==> config.mk <==
export PLATFORM = sky130hd
export DESIGN_NAME = fifo_wptr_full
export DESIGN_NICKNAME = d
export VERILOG_FILES = /design/src/rtl/fifo_wptr_full.sv
export SDC_FILE = /design/constraint.sdc
export NUM_CORES = 1
export LEC_CHECK = 0
export BUFFER_PORTS_ARGS = -buffer_cell sky130_fd_sc_hd__clkbuf_2
export CORE_MARGIN = 1
export CORE_UTILIZATION = 30
export CTS_CLUSTER_SIZE = 16
export DETAILED_ROUTE_END_ITERATION = 8
export MAX_ROUTING_LAYER = met4
export PLACE_DENSITY = 0.54
export SYNTH_ARGS = -nofsm -noshare
export SYNTH_HDL_FRONTEND = slang
export SYNTH_SLANG_ARGS = --single-unit
export TNS_END_PERCENT = 30
==> constraint.sdc <==
create_clock -name clk -period 3.1 [get_ports clk]
set_clock_uncertainty 0.1 [all_clocks]
set_input_delay 0.465 -clock clk [delete_from_list [all_inputs] [get_ports clk]]
set_output_delay 0.465 -clock clk [all_outputs]
set_load 0.01 [all_outputs]
==> src/rtl/fifo_wptr_full.sv <==
// Write-domain pointer/flag manager for the async FIFO: binary and Gray write pointers,
// read-pointer synchroniser, full, fill count and sticky overflow. Optional ALMOST_FULL_EN adds almost_full.
module fifo_wptr_full #(
   parameter int ADDR_W      = 4,
   parameter int SYNC_STAGES = 2,
   parameter int AF_LEVEL    = 12
) (
   input  logic              clk,
   input  logic              rst,
   input  logic              wr_en,
   input  logic [ADDR_W:0]   rd_ptr_gray,
   output logic [ADDR_W-1:0] wr_addr,
   output logic [ADDR_W:0]   wr_ptr_gray,
   output logic              wr_accept,
   output logic              full,
   output logic [ADDR_W:0]   wr_count,
   output logic              overflow
`ifdef ALMOST_FULL_EN
   ,
   output logic              almost_full
`endif
);

   generate
      if (SYNC_STAGES < 2 || SYNC_STAGES > 4) begin : g_bad_sync
         $error("fifo_wptr_full: SYNC_STAGES must be in 2..4");
      end
      if (ADDR_W < 2) begin : g_bad_addr
         $error("fifo_wptr_full: ADDR_W must be at least 2");
      end
   endgenerate

   logic [ADDR_W:0] rq_q [SYNC_STAGES];
   logic [ADDR_W:0] rsync;
   logic [ADDR_W:0] rbin_sync;
   logic [ADDR_W:0] wbin_q, wbin_d;
   logic [ADDR_W:0] wgray_q, wgray_d;
   logic [ADDR_W:0] count_q, count_d;
   logic            full_q, full_d;
   logic            ovf_q, ovf_d;

   assign rsync = rq_q[SYNC_STAGES-1];

   always_comb begin
      rbin_sync = '0;
      for (int k = 0; k <= ADDR_W; k++) begin
         rbin_sync[k] = ^(rsync >> k);
      end
   end

   assign wr_accept = wr_en & ~full_q;
   assign wbin_d    = wbin_q + {{ADDR_W{1'b0}}, wr_accept};
   assign wgray_d   = wbin_d ^ (wbin_d >> 1);
   // Full when the write pointer is one lap ahead: top two Gray bits inverted, rest equal.
   assign full_d    = (wgray_d == {~rsync[ADDR_W:ADDR_W-1], rsync[ADDR_W-2:0]});
   assign count_d   = wbin_d - rbin_sync;
   assign ovf_d     = ovf_q | (wr_en & full_q);

   always_ff @(posedge clk) begin
      if (rst) begin
         for (int i = 0; i < SYNC_STAGES; i++) begin
            rq_q[i] <= '0;
         end
         wbin_q  <= '0;
         wgray_q <= '0;
         count_q <= '0;
         full_q  <= 1'b0;
         ovf_q   <= 1'b0;
      end else begin
         rq_q[0] <= rd_ptr_gray;
         for (int i = 1; i < SYNC_STAGES; i++) begin
            rq_q[i] <= rq_q[i-1];
         end
         wbin_q  <= wbin_d;
         wgray_q <= wgray_d;
         count_q <= count_d;
         full_q  <= full_d;
         ovf_q   <= ovf_d;
      end
   end

   assign wr_addr     = wbin_q[ADDR_W-1:0];
   assign wr_ptr_gray = wgray_q;
   assign full        = full_q;
   assign wr_count    = count_q;
   assign overflow    = ovf_q;

`ifdef ALMOST_FULL_EN
   generate
      if (AF_LEVEL == 0 || AF_LEVEL > (1 << ADDR_W)) begin : g_bad_af
         $error("fifo_wptr_full: AF_LEVEL must be in 1..2^ADDR_W");
      end
   endgenerate

   localparam logic [ADDR_W:0] AF_LVL = AF_LEVEL[ADDR_W:0];

   logic af_q, af_d;

   assign af_d = (count_d >= AF_LVL);

   always_ff @(posedge clk) begin
      if (rst) begin
         af_q <= 1'b0;
      end else begin
         af_q <= af_d;
      end
   end

   assign almost_full = af_q;
`endif

endmodule

Word-level counts from Yosys, hierarchy flattened
Memory sizes are Yosys's and may differ from the RTL's.
Index checks and enable logic that the tools add are counted.
- flip-flop bits (word level): 17
- memory bits (writable): 10
- input port bits: 8
- output and inout port bits: 17
- logic and storage cells: 27
- memories: 1
- add/subtract/negate cells: 2
- eq/ne operators: 1
- muxes and demuxes: 5
- bitwise gates (word level): 8
- reduce and logical (&&, ||, !) cells: 5
- memories (name ; depth ; width ; read ports ; clocked after Yosys merged registers in ; wr ports ; line ; RTL):
    rq_q ; 2 ; 5 ; 2 ; 0 ; 2 ; 33 ; logic [ADDR_W:0] rq_q [SYNC_STAGES];
- operator list (kind ; number):
    XOR reduction 5 bit ; 5
    2-to-1 mux 5 bit ; 2
    adder 5 x 1 -> 5 bit ; 1
    equality test 5 bit ; 1
    subtractor 5 bit ; 1
    bitwise XOR 5 x 4 -> 5 bit ; 1
    2-to-1 mux 1 bit ; 3
    OR 1 bit ; 3
    AND 1 bit ; 2
    NOT 2 bit ; 1
    NOT 1 bit ; 1

Logic depth before layout (Yosys ltp)
Gate-level depths: netlist (run 1).
- depth in word-level cells: 5
- mapped depth: 11
- gate-level depth less buffers: 11

Worst setup path before layout (run 1)
Ideal clock, no wire load.
- path kind: input to register
- start: input wr_en
- end: register count_q[4] (netlist: wr_count[4])
- library setup time: 63 ps
- arrival time: 2500 ps
- data required time: 2937 ps
- setup slack: 437 ps
- stages: 9
- buffers on the path: 0
- cell sequence: nor2b_1 ha_1 ha_1 xnor2_1 inv_1 ha_1 maj3_1 a2111oi_2 nand3b_1
- word-level cells in the longest chain between the ends: 3
- RTL lines (item ; line ; RTL):
    start: declaration ; 10 ; input logic wr_en,
    AND 1 bit ; 51 ; assign wr_accept = wr_en & ~full_q;
    adder 5 x 1 -> 5 bit ; 52 ; assign wbin_d = wbin_q + {{ADDR_W{1'b0}}, wr_accept};
    named net wbin_d[2] ; 36 ; logic [ADDR_W:0] wbin_q, wbin_d;
    subtractor 5 bit ; 56 ; assign count_d = wbin_d - rbin_sync;
    end signal: assignment ; 76 ; count_q <= count_d;
    end: declaration ; 38 ; logic [ADDR_W:0] count_q, count_d;
The timed path passes the listed nets, and every way through them passes these cells.
A chain may end at the register's enable or synchronous reset.

==> results of run 1 <==
==> placed cells by master (no fill, tap or decap), types with 4 or more instances in the layout <==
cell / netlist / layout
sky130_fd_sc_hd__nor2b_1: 11 / 11
sky130_fd_sc_hd__nand3_1: 4 / 4
sky130_fd_sc_hd__ha_1: 5 / 5
sky130_fd_sc_hd__xor2_1: 6 / 6
sky130_fd_sc_hd__clkbuf_2: 0 / 24
sky130_fd_sc_hd__inv_1: 6 / 6
sky130_fd_sc_hd__nor2_1: 16 / 16
sky130_fd_sc_hd__xnor2_1: 11 / 11
sky130_fd_sc_hd__dfxtp_1: 26 / 26
==> registers in the layout, summed over array words and instances, names as in the netlist <==
signal	cells
full	1
overflow	1
wbin_q	5
wr_ptr_gray	4
rq_q	10
wr_count	5
==> per-layer routing <==
| layer | GRT usage, % | wire length [um] | vias up |
|---|---|---|---|
| met1 | 13.2 | 896 | 362 |
| met4 | 8.43 | 76 | 0 |
| li1 | - | - | 405 |
| met5 | - | 0 | - |
| met3 | 3.13 | 104 | 6 |
| met2 | 17.3 | 926 | 26 |
==> worst max-delay path by stage <==
stage,end,slack (ns),depth (start not counted),startpoint
CTS,wr_count[4]$_SDFF_PP0_,0.52,9,rq_q[0][8]$_SDFF_PP0_
global route,wr_count[4]$_SDFF_PP0_,0.37,9,rq_q[0][8]$_SDFF_PP0_
detailed placement,wr_count[4]$_SDFF_PP0_,0.44,10,wr_en
global placement,wr_count[4]$_SDFF_PP0_,0.46,10,wr_en
finish,wr_count[4]$_SDFF_PP0_,0.52,9,rq_q[0][8]$_SDFF_PP0_
floorplan,wr_count[4]$_SDFF_PP0_,0.44,9,wr_en
==> final cells by class <==
| type | count | area [um^2] |
|---|---|---|
| clock buffer | 3 | 22.5 |
| multi-input combinational | 75 | 542 |
| timing repair buffer | 26 | 135 |
| sequential | 26 | 520 |
| tap | 46 | 57.6 |
| fill | 361 | 2120 |
| inverter | 6 | 22.5 |
==> synth_stat cells (3+ instances only) <==
library cell,instances
sky130_fd_sc_hd__dfxtp_1,26
sky130_fd_sc_hd__a21oi_1,3
sky130_fd_sc_hd__nor2b_1,11
sky130_fd_sc_hd__xor2_1,6
sky130_fd_sc_hd__ha_1,5
sky130_fd_sc_hd__nand2_1,3
sky130_fd_sc_hd__nor2_1,16
sky130_fd_sc_hd__inv_1,6
sky130_fd_sc_hd__nand3_1,4
sky130_fd_sc_hd__xnor2_1,11
==> kinds of logic (layout without fill, tap and decap cells) <==
group	count (synthesis)	count (layout)	share of synthesized area (%)
compound gates	7	7	4.92
buf+inv	8	35	2.75
simple gates	42	42	19.5
flops	26	26	47.7
xor+xnor	18	18	15.8
mux	1	1	0.916
fa+ha+maj	7	7	8.48
==> report_power, final <==
group | switching [mW] | leakage, nW | internal [mW] | total, mW
combinational | 0.0806 | 0.355 | 0.0692 | 0.150
sequential | 0.00979 | 0.214 | 0.361 | 0.371
clock | 0.0936 | 0.0138 | 0.0455 | 0.139
total | 0.184 | 0.583 | 0.476 | 0.660
==> per-stage QoR <==
step / utilization (%) / instance area (um^2) / hold WS, ns / power [mW] / worst slack (ns)
floorplan: - / 1090 / 0.314 / 0.483 / 0.437
CTS: 38.1 / 1300 / 0.246 / 0.669 / 0.520
global route: 38.1 / 1300 / 0.245 / 0.702 / 0.368
finish: 38.1 / 1300 / 0.244 / 0.660 / 0.520
global placement: 37.4 / 1280 / 0.320 / 0.527 / 0.462
detailed placement: 37.4 / 1280 / 0.320 / 0.530 / 0.436
==> impl_metrics.prom, run 1 <==
# TYPE chip_impl_metric gauge
chip_impl_info{name="netlist_top_cells_area",value="sky130_fd_sc_hd__dfxtp_1 (48%), sky130_fd_sc_hd__xnor2_1 (8.8%), sky130_fd_sc_hd__nor2b_1 (6.3%)"} 1
chip_impl_metric{name="synth_top_cell_area_share",unit="%"} 47.7
chip_impl_metric{name="synth_area_per_cell",unit="um^2"} 10.0
chip_impl_info{name="clock-root-buffer",value="sky130_fd_sc_hd__clkbuf_4"} 1
chip_impl_metric{name="cts.path.max_buffers",unit=""} 2
chip_impl_info{name="worstHoldEndpoint",value="rq_q[0][3]$_SDFF_PP0_"} 1
chip_impl_metric{name="diodes",unit=""} 0
chip_impl_info{name="hp-start",value="rd_ptr_gray[3]"} 1
chip_impl_metric{name="gpl.final_weighted_congestion",unit=""} 0.849
chip_impl_metric{name="die-area",unit="mm^2"} 0.00389
chip_impl_metric{name="buffer_ports.inserted",unit=""} 24
chip_impl_metric{name="reg2reg_depth",unit=""} 9
chip_impl_info{name="yosys_most_used_dff",value="sky130_fd_sc_hd__dfxtp_1"} 1
chip_impl_info{name="hp-class",value="in2reg"} 1
chip_impl_metric{name="timing.final.crit_period",unit="ns"} 2.58
chip_impl_metric{name="critical_path.max_fanout",unit=""} 3
chip_impl_info{name="worstPathCellList",value="xor2_1, xnor2_1, xor2_1, xnor2_1, ha_1, fa_1, inv_1, a2111oi_2, nand3b_1"} 1
chip_impl_info{name="yosysTopAreaCell",value="sky130_fd_sc_hd__dfxtp_1"} 1
chip_impl_metric{name="post_layout_nonfiller_instances",unit=""} 182
chip_impl_metric{name="grtUsageTotal",unit="%"} 11.5
chip_impl_metric{name="cp.arrival",unit="ns"} 2.71
chip_impl_metric{name="fin_hold_viols",unit=""} 0
chip_impl_metric{name="drt-wirelength-per-cell",unit="um"} 11.0
chip_impl_metric{name="synth_sequential_area_ratio",unit="%"} 47.7
chip_impl_metric{name="drt.antenna.violating_nets",unit=""} 0
chip_impl_info{name="unrepaired_setup_endpoints_after_global_routing",value="no"} 1
chip_impl_metric{name="synth_enable_flop_cells",unit=""} 0
chip_impl_info{name="critical_path.reg2reg.endpoint",value="wr_count[4]$_SDFF_PP0_"} 1
chip_impl_metric{name="clkSlewWorstSetupHoldPaths",unit="ns"} 0.13
chip_impl_metric{name="clk_latency",unit="ns"} 0.32
chip_impl_metric{name="synthDistinctLibCells",unit=""} 25
chip_impl_metric{name="place.detailed.instances",unit=""} 179
chip_impl_info{name="worst-setup-path-type",value="reg2reg"} 1
chip_impl_metric{name="max_slew.worst_pin.slew",unit="ns"} 0.531
chip_impl_metric{name="crit_buf_inv",unit=""} 1
chip_impl_metric{name="critPathRequiredTime",unit="ns"} 3.23
chip_impl_metric{name="via_count",unit=""} 799
chip_impl_metric{name="whs_path_depth",unit=""} 2
chip_impl_metric{name="synthCells",unit=""} 109
chip_impl_metric{name="post_drt_via_cell_ratio",unit=""} 4.39
chip_impl_metric{name="ys_ff_latch",unit=""} 26
chip_impl_metric{name="post_cts.resized_instances",unit=""} 0
chip_impl_metric{name="slew-limit-headroom",unit="%"} 64.6
chip_impl_metric{name="layout-drive-gt1-share",unit="%"} 24.3
chip_impl_metric{name="post_cts_buffers",unit=""} 0
chip_impl_metric{name="maxCapViolCount",unit=""} 0
chip_impl_metric{name="grt_pass1_vias",unit=""} 757
chip_impl_metric{name="layout_overhead_on_the_synthesized_area",unit="%"} 19.0
chip_impl_metric{name="power.leakage",unit="nW"} 0.583
chip_impl_metric{name="num_rows",unit=""} 21
chip_impl_metric{name="asyncSetResetFlopFracSynth",unit="%"} 0
chip_impl_metric{name="max_clock_freq",unit="MHz"} 388
chip_impl_metric{name="clock_tree.htree_level_count",unit=""} 1
chip_impl_metric{name="vdd.ir_drop.worst",unit="mV"} 0.186
chip_impl_metric{name="globalRouteOverflowTotal",unit=""} 0
chip_impl_metric{name="reg2reg_setup_slack",unit="ns"} 0.52
chip_impl_metric{name="synth_area",unit="mm^2"} 0.00109
chip_impl_metric{name="timing_max_transition_violations_final",unit=""} 0
chip_impl_info{name="worstSetupStartpointType",value="register"} 1
chip_impl_metric{name="finalSetupTns",unit="ns"} 0
chip_impl_metric{name="post-dp-hpwl",unit="um"} 1530
chip_impl_metric{name="timing.final.crit_share",unit="%"} 83.2
chip_impl_metric{name="antenna_found_initial",unit=""} 0
chip_impl_info{name="cts_tree",value="yes"} 1
chip_impl_metric{name="number_of_iterations_in_the_first_detailed_routing_pass",unit=""} 4
chip_impl_info{name="status",value="finished clean"} 1
chip_impl_metric{name="finalSetupViolCount",unit=""} 0
chip_impl_metric{name="drt_first_iter_violations",unit=""} 19
chip_impl_metric{name="grt_first_pass_wirelength",unit="um"} 3320
chip_impl_metric{name="die_height",unit="um"} 62.3
chip_impl_metric{name="cts_num_sinks",unit=""} 26
chip_impl_metric{name="post_layout_nets",unit=""} 152
chip_impl_info{name="critical-path-slowest-cell",value="sky130_fd_sc_hd__dfxtp_1"} 1
chip_impl_metric{name="pin_count_of_the_biggest_net_entering_global_routing",unit=""} 27
chip_impl_metric{name="die_w",unit="um"} 62.3
chip_impl_metric{name="drc",unit=""} 0
chip_impl_metric{name="synth_nets",unit=""} 123
chip_impl_metric{name="cts_made_buffers",unit=""} 3
chip_impl_info{name="critical_path.reg2reg.startpoint",value="rq_q[0][8]$_SDFF_PP0_"} 1
chip_impl_metric{name="floorplan.initialDensity",unit="%"} 32.0
chip_impl_metric{name="yosys_warnings",unit=""} 0
chip_impl_metric{name="core_region_area",unit="mm^2"} 0.00342
chip_impl_metric{name="io_pins",unit=""} 25
chip_impl_metric{name="cellPowerDensity",unit="mW/mm^2"} 508
chip_impl_metric{name="cp_slowest_stage_delay",unit="ns"} 0.44
chip_impl_metric{name="post_cts_hold_buffer_count",unit=""} 0
chip_impl_metric{name="wirelength",unit="um"} 2000
chip_impl_info{name="end_kind",value="register"} 1
chip_impl_info{name="gate_family_responsible_for_the_most_delay_along_the_worst_path",value="XOR/XNOR gates"} 1
Power figures use the tool's default switching activity.
==> run 2, diff against run 1 <==
--- a/config.mk
+++ b/config.mk
@@ -5,13 +5,14 @@
 export SDC_FILE = /design/constraint.sdc
 export NUM_CORES = 1
 export LEC_CHECK = 0
+export ABC_AREA = 1
 export BUFFER_PORTS_ARGS = -buffer_cell sky130_fd_sc_hd__clkbuf_2
 export CORE_MARGIN = 1
 export CORE_UTILIZATION = 30
 export CTS_CLUSTER_SIZE = 16
 export DETAILED_ROUTE_END_ITERATION = 8
 export MAX_ROUTING_LAYER = met4
-export PLACE_DENSITY = 0.54
+export PLACE_DENSITY = 0.56
 export SYNTH_ARGS = -nofsm -noshare
 export SYNTH_HDL_FRONTEND = slang
 export SYNTH_SLANG_ARGS = --single-unit
==> constraint.sdc (replaced) <==
create_clock -name clk -period 2.1 [get_ports clk]
set_clock_uncertainty 0.1 [all_clocks]
set_input_delay 0.315 -clock clk [delete_from_list [all_inputs] [get_ports clk]]
set_output_delay 0.315 -clock clk [all_outputs]
set_load 0.01 [all_outputs]
==> run 2 against run 1 <==
The flow now finishes with violations (setup timing). Via count increased by 29%. Register-to-register slack worse by 0.54 ns. First-iteration DRC count is 21% lower. Design area rose by 29%. Flip-flop and latch count did not move. Area after synthesis increased by 7.6%. Sequential share of layout area is 8.5 points lower. Clock-buffer cell count stayed put. Combinational power grew 93%. Utilization up 6.9 points. Critical endpoint unchanged. Largest cell class unchanged.
==> impl_metrics.prom, run 2 <==
# TYPE chip_impl_metric gauge
chip_impl_info{name="status",value="finished with violations"} 1
chip_impl_info{name="failing_checks",value="setup timing"} 1
chip_impl_metric{name="synthCells",unit=""} 151
chip_impl_metric{name="dpl_worst_slack",unit="ns"} -0.0666
chip_impl_metric{name="clk_latency",unit="ns"} 0.27
chip_impl_metric{name="critPathRequiredTime",unit="ns"} 2.17
chip_impl_metric{name="finalSetupViolCount",unit=""} 1
chip_impl_metric{name="clock_tree.htree_level_count",unit=""} 1
chip_impl_metric{name="synth.area.mux_share",unit="%"} 0
chip_impl_metric{name="grt_first_pass_wirelength",unit="um"} 3840
chip_impl_metric{name="asyncSetResetFlopFracSynth",unit="%"} 0
chip_impl_info{name="worst-setup-path-type",value="reg2reg"} 1
chip_impl_metric{name="synth_nets",unit=""} 165
chip_impl_metric{name="yosys_warnings",unit=""} 0
chip_impl_info{name="worstPathCellList",value="inv_4, nand2_2, nand3_2, nand2_4, xor2_4, xnor2_2, inv_1, ha_2, fa_2, inv_2, nand3_2, nand2_2, nand3_2, nand2_1, nor2_1"} 1
chip_impl_metric{name="slew-limit-headroom",unit="%"} 81.4
chip_impl_metric{name="grtUsageTotal",unit="%"} 12.6
chip_impl_metric{name="buffer_ports.inserted",unit=""} 24
chip_impl_metric{name="maxCapViolCount",unit=""} 0
chip_impl_metric{name="vdd.ir_drop.worst",unit="mV"} 0.387
chip_impl_info{name="worstSetupStartpointType",value="register"} 1
chip_impl_metric{name="layout_setup_ws",unit="ns"} -0.0183
chip_impl_info{name="critical_path.reg2reg.endpoint",value="wr_count[4]$_SDFF_PP0_"} 1
chip_impl_metric{name="number_of_iterations_in_the_first_detailed_routing_pass",unit=""} 3
chip_impl_metric{name="reg2reg_setup_slack",unit="ns"} -0.02
chip_impl_metric{name="post_cts_hold_buffer_count",unit=""} 0
chip_impl_metric{name="die_w",unit="um"} 64.6
chip_impl_metric{name="drt.antenna.violating_nets",unit=""} 0
chip_impl_metric{name="ys_ff_latch",unit=""} 26
chip_impl_info{name="grt_max_usage_layer",value="met2"} 1
chip_impl_metric{name="power_switching_share",unit="%"} 25.1
chip_impl_metric{name="synth_area_per_cell",unit="um^2"} 7.78
chip_impl_info{name="max_flop_register",value="rq_q"} 1
chip_impl_metric{name="io_pins",unit=""} 25
chip_impl_metric{name="p_int",unit="mW"} 0.931
chip_impl_metric{name="yosys.area_share.adder",unit="%"} 7.03
chip_impl_info{name="yosys_most_used_dff",value="sky130_fd_sc_hd__dfxtp_1"} 1
chip_impl_metric{name="max_slew.worst_pin.slew",unit="ns"} 0.278
chip_impl_metric{name="cellPowerDensity",unit="mW/mm^2"} 744
chip_impl_metric{name="post_drt_via_cell_ratio",unit=""} 4.10
chip_impl_metric{name="dpl_cell_area",unit="mm^2"} 0.00147
chip_impl_metric{name="synth_area",unit="mm^2"} 0.00117
chip_impl_info{name="critPathCapture",value="wr_count[4]$_SDFF_PP0_"} 1
chip_impl_metric{name="cp.arrival",unit="ns"} 2.19
chip_impl_metric{name="die_height",unit="um"} 64.6
chip_impl_metric{name="globalRouteOverflowTotal",unit=""} 0
chip_impl_metric{name="synthDistinctLibCells",unit=""} 19
chip_impl_metric{name="cts_num_sinks",unit=""} 26
chip_impl_metric{name="share_seq_of_total_power",unit="%"} 43.8
chip_impl_metric{name="synth_top_cell_area_share",unit="%"} 44.3
chip_impl_info{name="synth_top_family_by_area",value="simple AND/OR/NAND/NOR gates"} 1
chip_impl_metric{name="timing.final.crit_share",unit="%"} 101
chip_impl_metric{name="use_met1",unit="%"} 16.1
chip_impl_info{name="synthTopCellsByCount",value="sky130_fd_sc_hd__nor2_1 (28), sky130_fd_sc_hd__dfxtp_1 (26), sky130_fd_sc_hd__nand2_1 (26), sky130_fd_sc_hd__inv_1 (25), sky130_fd_sc_hd__nand3_1 (11)"} 1
chip_impl_metric{name="finalCoreUtilization",unit="%"} 45.0
chip_impl_metric{name="post-dp-hpwl",unit="um"} 1680
chip_impl_metric{name="floorplan.initialDensity",unit="%"} 31.6
chip_impl_info{name="hp-class",value="in2reg"} 1
chip_impl_metric{name="antenna_found_initial",unit=""} 0
chip_impl_metric{name="synth_simple_gate_area_share",unit="%"} 28.6
chip_impl_info{name="end_kind",value="register"} 1
chip_impl_info{name="clock-root-buffer",value="sky130_fd_sc_hd__clkbuf_8"} 1
chip_impl_metric{name="synth_xor_xnor_area_share",unit="%"} 7.45
chip_impl_metric{name="clkSlewWorstSetupHoldPaths",unit="ns"} 0.09
chip_impl_info{name="critPathLaunch",value="rq_q[0][8]$_SDFF_PP0_"} 1
chip_impl_metric{name="gpl.final_weighted_congestion",unit=""} 0.828
chip_impl_info{name="count_leader_synth",value="sky130_fd_sc_hd__nor2_1"} 1
chip_impl_metric{name="grtUsageMet3",unit="%"} 2.11
chip_impl_metric{name="power.leakage",unit="nW"} 0.854
chip_impl_info{name="yosysTopAreaCell",value="sky130_fd_sc_hd__dfxtp_1"} 1
chip_impl_metric{name="grt_pass1_vias",unit=""} 894
chip_impl_metric{name="cts.path.max_buffers",unit=""} 2
chip_impl_info{name="unrepaired_setup_endpoints_after_global_routing",value="yes"} 1
chip_impl_metric{name="via_count",unit=""} 1030
chip_impl_metric{name="finalSetupTns",unit="ns"} -0.0183
chip_impl_metric{name="comb_power_share",unit="%"} 23.3
chip_impl_metric{name="core_region_area",unit="mm^2"} 0.00372
chip_impl_metric{name="wirelength",unit="um"} 2270
chip_impl_metric{name="critical_path.max_fanout",unit=""} 4
chip_impl_info{name="final_cell_mix",value="sky130_fd_sc_hd__nor2_1 (28), sky130_fd_sc_hd__buf_4 (26), sky130_fd_sc_hd__inv_1 (24), sky130_fd_sc_hd__dfxtp_1 (24), sky130_fd_sc_hd__clkbuf_2 (24)"} 1
chip_impl_metric{name="post_route_standard_cell_area_excluding_fillers",unit="mm^2"} 0.00167
chip_impl_info{name="critical_path.reg2reg.startpoint",value="rq_q[0][8]$_SDFF_PP0_"} 1
chip_impl_metric{name="diodes",unit=""} 0
chip_impl_info{name="crit_top_cell",value="sky130_fd_sc_hd__nand3_2"} 1
chip_impl_metric{name="clkPwrFrac",unit="%"} 32.9
chip_impl_metric{name="num_rows",unit=""} 22
chip_impl_metric{name="max_reg_flops",unit=""} 10
chip_impl_metric{name="reg2reg_depth",unit=""} 15
chip_impl_metric{name="synth_sequential_area_ratio",unit="%"} 44.3
chip_impl_info{name="cts_tree",value="yes"} 1
chip_impl_metric{name="die-area",unit="mm^2"} 0.00417
chip_impl_metric{name="post_layout_nets",unit=""} 218
chip_impl_metric{name="place.detailed.instances",unit=""} 236
chip_impl_metric{name="drc",unit=""} 0
chip_impl_metric{name="pin_count_of_the_biggest_net_entering_global_routing",unit=""} 23
chip_impl_metric{name="synth_enable_flop_cells",unit=""} 0
chip_impl_metric{name="layout-drive-gt1-share",unit="%"} 39.9
chip_impl_metric{name="cts_made_buffers",unit=""} 3
chip_impl_metric{name="synth-compound-area-share",unit="%"} 2.98
chip_impl_metric{name="grt.met2_usage",unit="%"} 18.7
chip_impl_metric{name="timing.final.crit_period",unit="ns"} 2.12
chip_impl_metric{name="timing_max_transition_violations_final",unit=""} 0
chip_impl_metric{name="fin_hold_viols",unit=""} 0
chip_impl_metric{name="post_layout_nonfiller_instances",unit=""} 251
chip_impl_metric{name="max_clock_freq",unit="MHz"} 472
chip_impl_metric{name="drt-wirelength-per-cell",unit="um"} 9.02
chip_impl_metric{name="cp_slowest_stage_delay",unit="ns"} 0.39
chip_impl_metric{name="layout_overhead_on_the_synthesized_area",unit="%"} 42.3
chip_impl_metric{name="power.net_switching",unit="mW"} 0.312
chip_impl_info{name="netlist_top_cells_area",value="sky130_fd_sc_hd__dfxtp_1 (44%), sky130_fd_sc_hd__nor2_1 (8.9%), sky130_fd_sc_hd__nand2_1 (8.3%)"} 1
chip_impl_info{name="final_common_cell",value="sky130_fd_sc_hd__nor2_1"} 1
chip_impl_info{name="critical-path-slowest-cell",value="sky130_fd_sc_hd__dfxtp_4"} 1
chip_impl_metric{name="drt_first_iter_violations",unit=""} 15
[run 2: cell types whose count changed after synthesis, sizes merged, moves of 3 or more]
cell	previous run	this run
a21oi	3	6
xnor2	11	3
inv	6	28
nand2	3	31
nor2b	11	0
nand3	4	14
nor2	16	28
[run 2: metal layers]
metal / share of wire [%] / routed length [um] / vias up
met3: 4.2 / 94 / 7
met2: 42 / 961 / 24
met5: 0 / 0 / -
met1: 50 / 1130 / 441
met4: 3.4 / 76 / 0
li1: - / - / 558
[run 2: power groups by stage]
stage | Combinational, mW | Sequential [mW] | Clock (mW)
CTS | 0.278 | 0.546 | 0.423
global route | 0.326 | 0.549 | 0.444
finish | 0.289 | 0.544 | 0.409
global placement | 0.250 | 0.556 | 0
detailed placement | 0.249 | 0.558 | 0
floorplan | 0.132 | 0.570 | 0
[run 2: worst min-delay path by stage]
stage                           from                    end  cells after the start
2_1_floorplan  rq_q[0][3]$_SDFF_PP0_  rq_q[0][8]$_SDFF_PP0_                      2
3_3_place_gp   rq_q[0][4]$_SDFF_PP0_  rq_q[0][9]$_SDFF_PP0_                      2
3_5_place_dp   rq_q[0][3]$_SDFF_PP0_  rq_q[0][8]$_SDFF_PP0_                      2
4_1_cts               rd_ptr_gray[2]  rq_q[0][2]$_SDFF_PP0_                      3
5_1_grt               rd_ptr_gray[1]  rq_q[0][1]$_SDFF_PP0_                      3
6_report              rd_ptr_gray[1]  rq_q[0][1]$_SDFF_PP0_                      3
[run 2: layout make-up]
class                      count  area [um^2]
sequential                    26          528
multi-input combinational     95          587
tap                           48         60.1
clock inverter                 1         30.0
fill                         374         2040
inverter                      28          110
clock buffer                   3         41.3
timing repair buffer          50          315
[run 2: logic make-up (layout without fill, tap and decap cells)]
group / count (synthesis) / in the layout
and+or+nand+nor: 75 / 75
buffers and inverters: 30 / 82
DFF: 26 / 26
AOI/OAI and AO/OA: 7 / 7
xor gates and xnor gates: 7 / 7
adders and majority gates: 6 / 6
[run 2: critical path: cells and delay by family, from the launching register on]
family                     cells  cell delay [ns]
DFF                            1             0.39
and+or+nand+nor                8             0.54
buffers and inverters          3             0.17
xor gates and xnor gates       2             0.30
adders and majority gates      2             0.51
[run 2: metrics by stage]
stage / hold WS (ns) / power (mW)
6_report: 0.117 / 1.24
3_5_place_dp: 0.287 / 0.807
3_3_place_gp: 0.284 / 0.806
4_1_cts: 0.108 / 1.25
5_1_grt: 0.105 / 1.32
2_1_floorplan: 0.281 / 0.702
[run 2: timing repair]
action | in CTS | in global routing
endpoints found under the hold margin | 0 | 0
resized for setup | 6 | 9
pin swaps | 7 | 7
setup endpoints to repair | 2 | 5
setup buffers | 10 | 2
